--- config.mk ---
export PLATFORM = sky130hd
export DESIGN_NAME = exec_ctrl
export DESIGN_NICKNAME = d
export VERILOG_FILES = /design/src/rtl/exec_ctrl.sv
export SDC_FILE = /design/constraint.sdc
export NUM_CORES = 1
export LEC_CHECK = 0
export ABC_AREA = 1
export BUFFER_PORTS_ARGS = -buffer_cell sky130_fd_sc_hd__buf_2
export CAP_MARGIN = 10
export CORE_MARGIN = 1.5
export CORE_UTILIZATION = 40
export CTS_CLUSTER_DIAMETER = 150
export DETAILED_ROUTE_END_ITERATION = 6
export PLACE_DENSITY_LB_ADDON = 0.05
export RECOVER_POWER = 100
export SYNTH_ARGS = -nofsm -noshare
export SYNTH_HDL_FRONTEND = slang
export SYNTH_SLANG_ARGS = --single-unit
--- constraint.sdc ---
create_clock -name clk -period 3.5 [get_ports clk]
set_clock_uncertainty 0.2 [all_clocks]
set_input_delay 0 -clock clk [delete_from_list [all_inputs] [get_ports clk]]
set_output_delay 0 -clock clk [all_outputs]
set_load 0.05 [all_outputs]
--- src/rtl/exec_ctrl.sv ---
// exec_ctrl: run/step/breakpoint execution controller issuing a one-clk instruction-advance strobe to the SoC.
// Step button is synchronized and debounced; instr_count tallies every strobe issued.
module exec_ctrl #(
    parameter int unsigned SLOW_DIV  = 12_500_000,
    parameter int unsigned DB_CYCLES = 500_000
) (
    input  logic        clk,
    input  logic        resetn,
    input  logic        run,
    input  logic        turbo_mode,
    input  logic        step,
    input  logic        bp_en,
    input  logic [7:0]  bp_addr,
    input  logic [7:0]  ip,
    output logic        cpu_en,
    output logic [1:0]  state,
    output logic        halted,
    output logic [15:0] instr_count
);
    localparam int DW  = $clog2(SLOW_DIV);
    localparam int DBW = $clog2(DB_CYCLES);
    localparam logic [DW-1:0]  DIV_MAX = DW'(SLOW_DIV - 1);
    localparam logic [DBW-1:0] DB_MAX  = DBW'(DB_CYCLES - 1);
    typedef enum logic [1:0] {HALT = 2'b00, RUN = 2'b01, STEP = 2'b10, BRK = 2'b11} state_t;
    logic [1:0]     sync_q, vld_q;
    logic           db_q, db_prev_q, arm_q;
    logic [DBW-1:0] dbc_q;
    state_t         state_q, state_d;
    logic           cpu_en_q, cpu_en_d, halted_q, first_q, first_d;
    logic [DW-1:0]  div_q, div_d, div_nx;
    logic [15:0]    cnt_q;
    logic [7:0]     ip_nx;
    logic           step_pulse, tick, bp_hit;
    // arm_q blocks a press that was already held through reset until the button is seen released
    always_ff @(posedge clk or negedge resetn) begin
        if (!resetn) begin
            sync_q    <= '0;
            vld_q     <= '0;
            db_q      <= 1'b0;
            db_prev_q <= 1'b0;
            dbc_q     <= '0;
            arm_q     <= 1'b0;
        end else begin
            sync_q    <= {sync_q[0], step};
            vld_q     <= {vld_q[0], 1'b1};
            db_prev_q <= db_q;
            if (sync_q[1] != db_q) begin
                db_q  <= (dbc_q == DB_MAX) ? sync_q[1] : db_q;
                dbc_q <= (dbc_q == DB_MAX) ? '0 : dbc_q + DBW'(1);
            end else begin
                dbc_q <= '0;
            end
            if (vld_q[1] && !sync_q[1]) arm_q <= 1'b1;
        end
    end
    assign step_pulse = db_q & ~db_prev_q & arm_q;
    assign div_nx     = (turbo_mode || div_q == DIV_MAX) ? '0 : div_q + DW'(1);
    assign tick       = turbo_mode || div_nx == DIV_MAX;
    // the strobe is registered, so the address it will execute is ip advanced by any strobe still in flight
    assign ip_nx      = ip + {7'b0, cpu_en_q};
    assign bp_hit     = bp_en && ip_nx == bp_addr;
    always_comb begin
        state_d  = state_q;
        div_d    = '0;
        first_d  = first_q;
        cpu_en_d = 1'b0;
        case (state_q)
            HALT: begin
                if (run) begin
                    state_d  = RUN;
                    cpu_en_d = turbo_mode;
                    first_d  = ~turbo_mode;
                end else if (step_pulse) begin
                    state_d  = STEP;
                    cpu_en_d = 1'b1;
                end
            end
            RUN: begin
                if (!run) begin
                    state_d = HALT;
                end else begin
                    div_d = div_nx;
                    if (tick && !first_q && bp_hit) begin
                        state_d = BRK;
                    end else if (tick) begin
                        cpu_en_d = 1'b1;
                        first_d  = 1'b0;
                    end
                end
            end
            STEP: state_d = HALT;
            BRK: begin
                if (!run) begin
                    state_d = HALT;
                end else if (step_pulse) begin
                    state_d  = STEP;
                    cpu_en_d = 1'b1;
                end
            end
        endcase
    end
    always_ff @(posedge clk or negedge resetn) begin
        if (!resetn) begin
            state_q  <= HALT;
            cpu_en_q <= 1'b0;
            halted_q <= 1'b1;
            cnt_q    <= '0;
            div_q    <= '0;
            first_q  <= 1'b0;
        end else begin
            state_q  <= state_d;
            cpu_en_q <= cpu_en_d;
            halted_q <= state_d != RUN;
            cnt_q    <= cnt_q + {15'b0, cpu_en_d};
            div_q    <= div_d;
            first_q  <= first_d;
        end
    end
    assign cpu_en      = cpu_en_q;
    assign state       = state_q;
    assign halted      = halted_q;
    assign instr_count = cnt_q;
endmodule

==> metrics.csv, run 1 <==
stage;metric;value;unit
power;finalPower;1.98;mW
yosys;yosys-top-cells-area;dfrtp_1 (43%), nand2_1 (11%), nor2_1 (8.9%), inv_1 (5.9%), nand3_1 (5.1%);
outcome;status;finished, violations left;
layout;postLayoutCellArea;5210;µm²
worst_setup_path;worstPathMaxFanout;8;
power;powerDensity;380;nW/µm²
layout;drive_above_1_share;0.250;
timing;fin_crit_sh;1.01;
global_routing;track_usage;0.186;
yosys;yosysTopAreaCell;dfrtp_1;
drt;totalWireLength;9570;µm
clock_tree;cts_tree;done;
worst_setup_path;worstPathRequired;3550;ps
min_path;hp-class;input port to flop;
global_routing;antenna_found_initial;0;
power;leakage;2.46;nW
yosys;synth_edf_count;0;
outcome;violations;setup timing;
timing;max_freq;284;MHz
timing;final_max_slew_viol_count;0;
drt;wl_per_cell;12.4;µm
global_routing;grt.overflow.total;0;
yosys;ys_seq_area_frac;0.438;
worst_setup_path;path_class;flop to flop;
layout;fillers;964;
timing;fin_crit;3520;ps
placed_design;place_area;4700;µm²
global_routing;grt_pass1_wl;16200;µm
drt;vias_per_cell;4.77;
layout;nets;664;
floorplan;core;9820;µm²
clock_tree;clk_latency;370;ps
flow_run;drv_cap;0;
placed_design;dp_hpwl;6890;µm
yosys;avgSynthCellArea;7.65;µm²
floorplan;die_height;104;µm
global_routing;grt_pass1_vias;3614;
yosys;synth_cells;530;
yosys;synthesis.nets;558;
yosys;syn_area;4060;µm²
floorplan;io_pins;42;
clock_tree;clock-sinks;71;
drt;drtIter0Drc;111;
clock_tree;cts_buffer_depth;2;
timing;finalSetupViolCount;1;
placed_design;place_congestion;0.806;
layout;insertedDiodeCount;0;
drt;vias;3692;
yosys;synth_commonest_cells;nand2_1 (117), nor2_1 (96), dfrtp_1 (70);
worst_setup_path;worstPathArrival;3580;ps
yosys;async_flop_share;1.00;
worst_setup_path;start_kind;flop;
clock_tree;cts.htree.levels;3;
timing;worst-slew-pin-transition;967;ps
yosys;ys_warn_count;0;
yosys;ys_ff_latch;71;
drt;antenna_left;0;
timing;rsz0062_at_grt;true;
clock_tree;cts_buffers;9;
power;ir_drop;298;µV
clock_tree;root_buffer;clkbuf_8;
yosys;synth_top_area_share;0.432;
timing;slew_headroom;0.356;
yosys;ys_types;38;
timing;finalWorstSetupSlack;-24.4;ps
layout;area_growth;28.4;%
floorplan;start_util;0.413;
yosys;ys.flop_type;dfrtp_1;
floorplan;num_rows;36;
placed_design;port_buffers;41;
drt;post-route-drc-count;0;
yosys;synth_most_common_cell;nand2_1;
worst_setup_path;crit_path_end_kind;flop;
floorplan;die_x;104;µm
global_routing;grt_max_degree;42;
clock_tree;clk_pin_slew;80;ps
floorplan;die_area;10800;µm²
timing;finalHoldViolations;0;
placed_design;place_ws;-170;ps
drt;dr.pass1.iters;4;
[area by class of cell]
type	count	area, µm²	area share
Clock inverter	7	78.8	0.0151
Tap cell	133	166	0.0319
Clock buffer	9	124	0.0238
Sequential cell	71	1780	0.342
Timing Repair Buffer	99	653	0.125
Multi-Input combinational cell	388	2150	0.413
Inverter	67	254	0.0488
[cell families (layout without fill, tap and decap cells)]
group / after synthesis / count (layout) / synth area share
AO/OA/AOI/OAI: 25 / 25 / 0.0364
XOR/XNOR: 31 / 31 / 0.0669
adder cells (fa/ha/maj): 6 / 6 / 0.0185
buffers and inverters: 71 / 182 / 0.0657
flip-flops: 71 / 71 / 0.438
multiplexers: 1 / 1 / 0.00247
other: 1 / 1 / 0.000924
AND/OR/NAND/NOR: 324 / 324 / 0.371
[timing repair]
item | CTS | global route
buffers inserted | 8 | 7
hold buffers | 5 | 0
hold endpoints to repair | 46 | 0
pin swaps | 17 | 17
gates cloned | 0 | 0
gates resized for setup | 9 | 31
endpoints found under the setup margin | 2 | 9
[critical path, cell delays in order, from the launching register on]
cell and delay, ps:
dfrtp_1 410, buf_6 130, nand2_4 50, nor2_4 200, nand2_4 80, nor2_4 190
nand2_2 80, nand2_2 60, nand3_2 80, nor2_2 100, nand2_1 60, nor2_1 110
nand2_1 90, nand2_2 80, nand2_2 50, nand2_2 60, nand2_2 50, nand2_2 90
ha_4 160, nand3_4 70, nor3_4 160, nand3_2 130, nor2_4 110, nand3_2 80
nand3b_1 210, buf_4 170, xor2_2 140
[metal layers]
layer | global-route usage | wire [µm]
met1 | 0.218 | 4250
met2 | 0.329 | 4870
met3 | 0.0535 | 337
met4 | 0.0546 | 117
met5 | 0 | 0
[worst paths after layout]
kind | startpoint | end | slack, ps | cells after the start
min reg2reg | sync_q[0] | sync_q[1] | 160 | 0
max reg2reg | div_q[1] | instr_count[13] | -20 | 26
min in group asynchronous | resetn | div_q[7] | 120 | 2
min | bp_addr[6] | state[1] | 40 | 7
max in group asynchronous | resetn | halted | 2120 | 3
max | div_q[1] | instr_count[13] | -20 | 26
[flip-flops by register name, indices dropped and copies added, names as in the netlist]
name,flops
first_q,1
arm_q,1
db_prev_q,1
dbc_q,19
vld_q,2
sync_q,2
cpu_en,1
db_q,1
div_q,24
state,2
instr_count,16
halted,1
[cells in the final DEF (no fill, tap or decap), types with 10 or more instances in the layout]
cell	n
buf_4	51
dfrtp_1	68
xor2_1	21
inv_1	62
nor3_1	18
buf_2	35
nand2_1	108
nand3_1	35
nand4_1	16
nor2_1	91
a21oi_1	10
nand2_2	13
[per-stage QoR]
| step | utilization | cells | setup TNS [ps] | hold slack, ps |
|---|---|---|---|---|
| 6_report | 0.531 | 774 | -24.4 | 35.1 |
| 5_1_grt | 0.531 | 774 | -1450 | 65.5 |
| 4_1_cts | 0.514 | 767 | -268 | 32.7 |
| 3_5_place_dp | 0.478 | 738 | -252 | -83.1 |
| 3_3_place_gp | 0.478 | 738 | -220 | -92.6 |
| 2_1_floorplan | - | 530 | 0 | -496 |
[power by group]
part	total (mW)	switching [mW]	internal, mW
clock	0.684	0.348	0.336
sequential	0.924	0.0552	0.869
combinational	0.371	0.269	0.102
(Power assumes the default switching activity.)
==> inputs of run 2 (changes only) <==
Settings changed: SKIP_CTS_REPAIR_TIMING set to 1.
==> metrics.csv, run 2 (synthesized netlist as in run 1, its figures left out) <==
stage;metric;value;unit;change
outcome;status;finished, violations left;;
outcome;violations;setup timing;;
timing;finalSetupViolCount;2;;+1
placed_design;port_buffers;41;;unchanged
layout;regMostFlops;div_q;;
floorplan;start_util;0.413;;unchanged
clock_tree;cts_buffer_depth;2;;unchanged
floorplan;die_height;104;µm;unchanged
floorplan;io_pins;42;;unchanged
worst_setup_path;worstPathArrival;3750;ps;+170 ps
worst_setup_path;crit_path_end_kind;flop;;
worst_setup_path;path_class;flop to flop;;
min_path;hp-class;input port to flop;;
floorplan;num_rows;36;;unchanged
drt;dr.pass1.iters;4;;unchanged
power;finalPower;1.98;mW;-0.20%
power;leakage;2.42;nW;-1.6%
timing;fin_crit;3650;ps;+126 ps
placed_design;dp_hpwl;6890;µm;unchanged
timing;finalHoldViolations;0;;unchanged
min_path;whs_path_depth;7;;unchanged
timing;rsz0062_at_grt;true;;
worst_setup_path;critical_path.max_stage_delay;410;ps;about the same
clock_tree;cts_tree;done;;
layout;largest_register_ffs;24;;unchanged
timing;max_freq;274;MHz;-3.5%
floorplan;die_x;104;µm;unchanged
drt;antenna_left;0;;unchanged
drt;vias;3661;;-0.84%
layout;drive_above_1_share;0.240;;-0.00986
drt;post-route-drc-count;0;;unchanged
layout;insertedDiodeCount;0;;unchanged
worst_setup_path;cpMaxStageDelayCell;dfrtp_1;;
placed_design;place_congestion;0.806;;unchanged
global_routing;grt_max_degree;42;;unchanged
layout;nets;657;;-1.1%
drt;totalWireLength;9510;µm;-0.68%
global_routing;grt.overflow.total;0;;unchanged
drt;vias_per_cell;4.77;;about the same
worst_setup_path;ff2ff_path_depth;27;;+3.8%
drt;wl_per_cell;12.4;µm;+0.23%
clock_tree;cts_buffers;9;;unchanged
floorplan;die_area;10800;µm²;unchanged
global_routing;track_usage;0.184;;-0.00200
timing;fin_crit_sh;1.04;;+0.0360
global_routing;grt_pass1_vias;3570;;-1.2%
global_routing;antenna_found_initial;0;;unchanged
worst_setup_path;worstPathRequired;3600;ps;+50 ps
clock_tree;clk_latency;370;ps;about the same
clock_tree;clock-sinks;71;;unchanged
layout;area_growth;27.0;%;
drt;drtIter0Drc;107;;-3.6%
timing;slew_headroom;0.354;;-0.00193
layout;final_cell_mix;nand2_1 (104), nor2_1 (91), dfrtp_1 (68), inv_1 (64), buf_4 (44);;
timing;worst-slew-pin-transition;970;ps;+2.89 ps
layout;utilization;0.525;;-0.00599
power;powerDensity;383;nW/µm²;+0.94%
floorplan;core;9820;µm²;unchanged
clock_tree;clk_pin_slew;80;ps;about the same
worst_setup_path;worstPathMaxFanout;7;;-1
clock_tree;cts.htree.levels;3;;unchanged
timing;finalWorstSetupSlack;-150;ps;-126 ps
power;ir_drop;296;µV;-0.59%
timing;final_max_slew_viol_count;0;;unchanged
layout;final_common_cell;nand2_1;;
worst_setup_path;start_kind;flop;;
flow_run;drv_cap;0;;unchanged
clock_tree;root_buffer;clkbuf_8;;
global_routing;grt_pass1_wl;16000;µm;-1.2%
run 2: worst max-delay path: cells and delay by family, from the launching register on:
kind                     cells  cell delay [ps]
buffers and inverters        1              140
XOR/XNOR                     1              150
AND/OR/NAND/NOR             23             2350
adder cells (fa/ha/maj)      2              340
flip-flops                   1              410
run 2: layout make-up:
class | instances | area [µm²]
tap | 133 | 166
timing repair buffer | 92 | 599
sequential | 71 | 1780
fill | 976 | 4670
clock inverter | 7 | 78.8
inverter | 67 | 251
clock buffer | 9 | 124
multi-input combinational | 388 | 2150
run 2: power breakdown:
| part | switching, mW | leakage [nW] | internal (mW) | total (mW) |
|---|---|---|---|---|
| sequential | 0.0556 | 0.927 | 0.869 | 0.925 |
| clock | 0.349 | 0.104 | 0.336 | 0.685 |
| combinational | 0.267 | 1.39 | 0.0977 | 0.365 |
run 2: final timing paths:
kind                            startpoint               to  slack, ps
worst max register to register    div_q[1]  instr_count[15]       -150
worst min-delay path            bp_addr[6]         state[1]         40
worst min register to register   sync_q[0]        sync_q[1]        160
min in group asynchronous           resetn         div_q[7]        110
worst max-delay path              div_q[1]  instr_count[15]       -150
max in group asynchronous           resetn           halted       2120
run 2: routing by layer:
layer / vias up / part of all wire / track usage
li1: 1891 / - / -
met1: 1707 / 0.45 / 0.216
met2: 49 / 0.50 / 0.324
met3: 14 / 0.033 / 0.0541
met4: 0 / 0.014 / 0.0546
met5: - / 0 / 0
run 2: metrics by stage:
stage | instance area (µm²) | setup WS [ps] | setup TNS (ps) | hold slack [ps] | instances
floorplan | 4060 | 33.8 | 0 | -496 | 530
global placement | 4700 | -143 | -220 | -92.6 | 738
detailed placement | 4700 | -170 | -252 | -83.1 | 738
CTS | 4900 | -218 | -359 | -478 | 754
global route | 5150 | -457 | -1880 | 65.5 | 767
finish | 5150 | -150 | -292 | 39.4 | 767
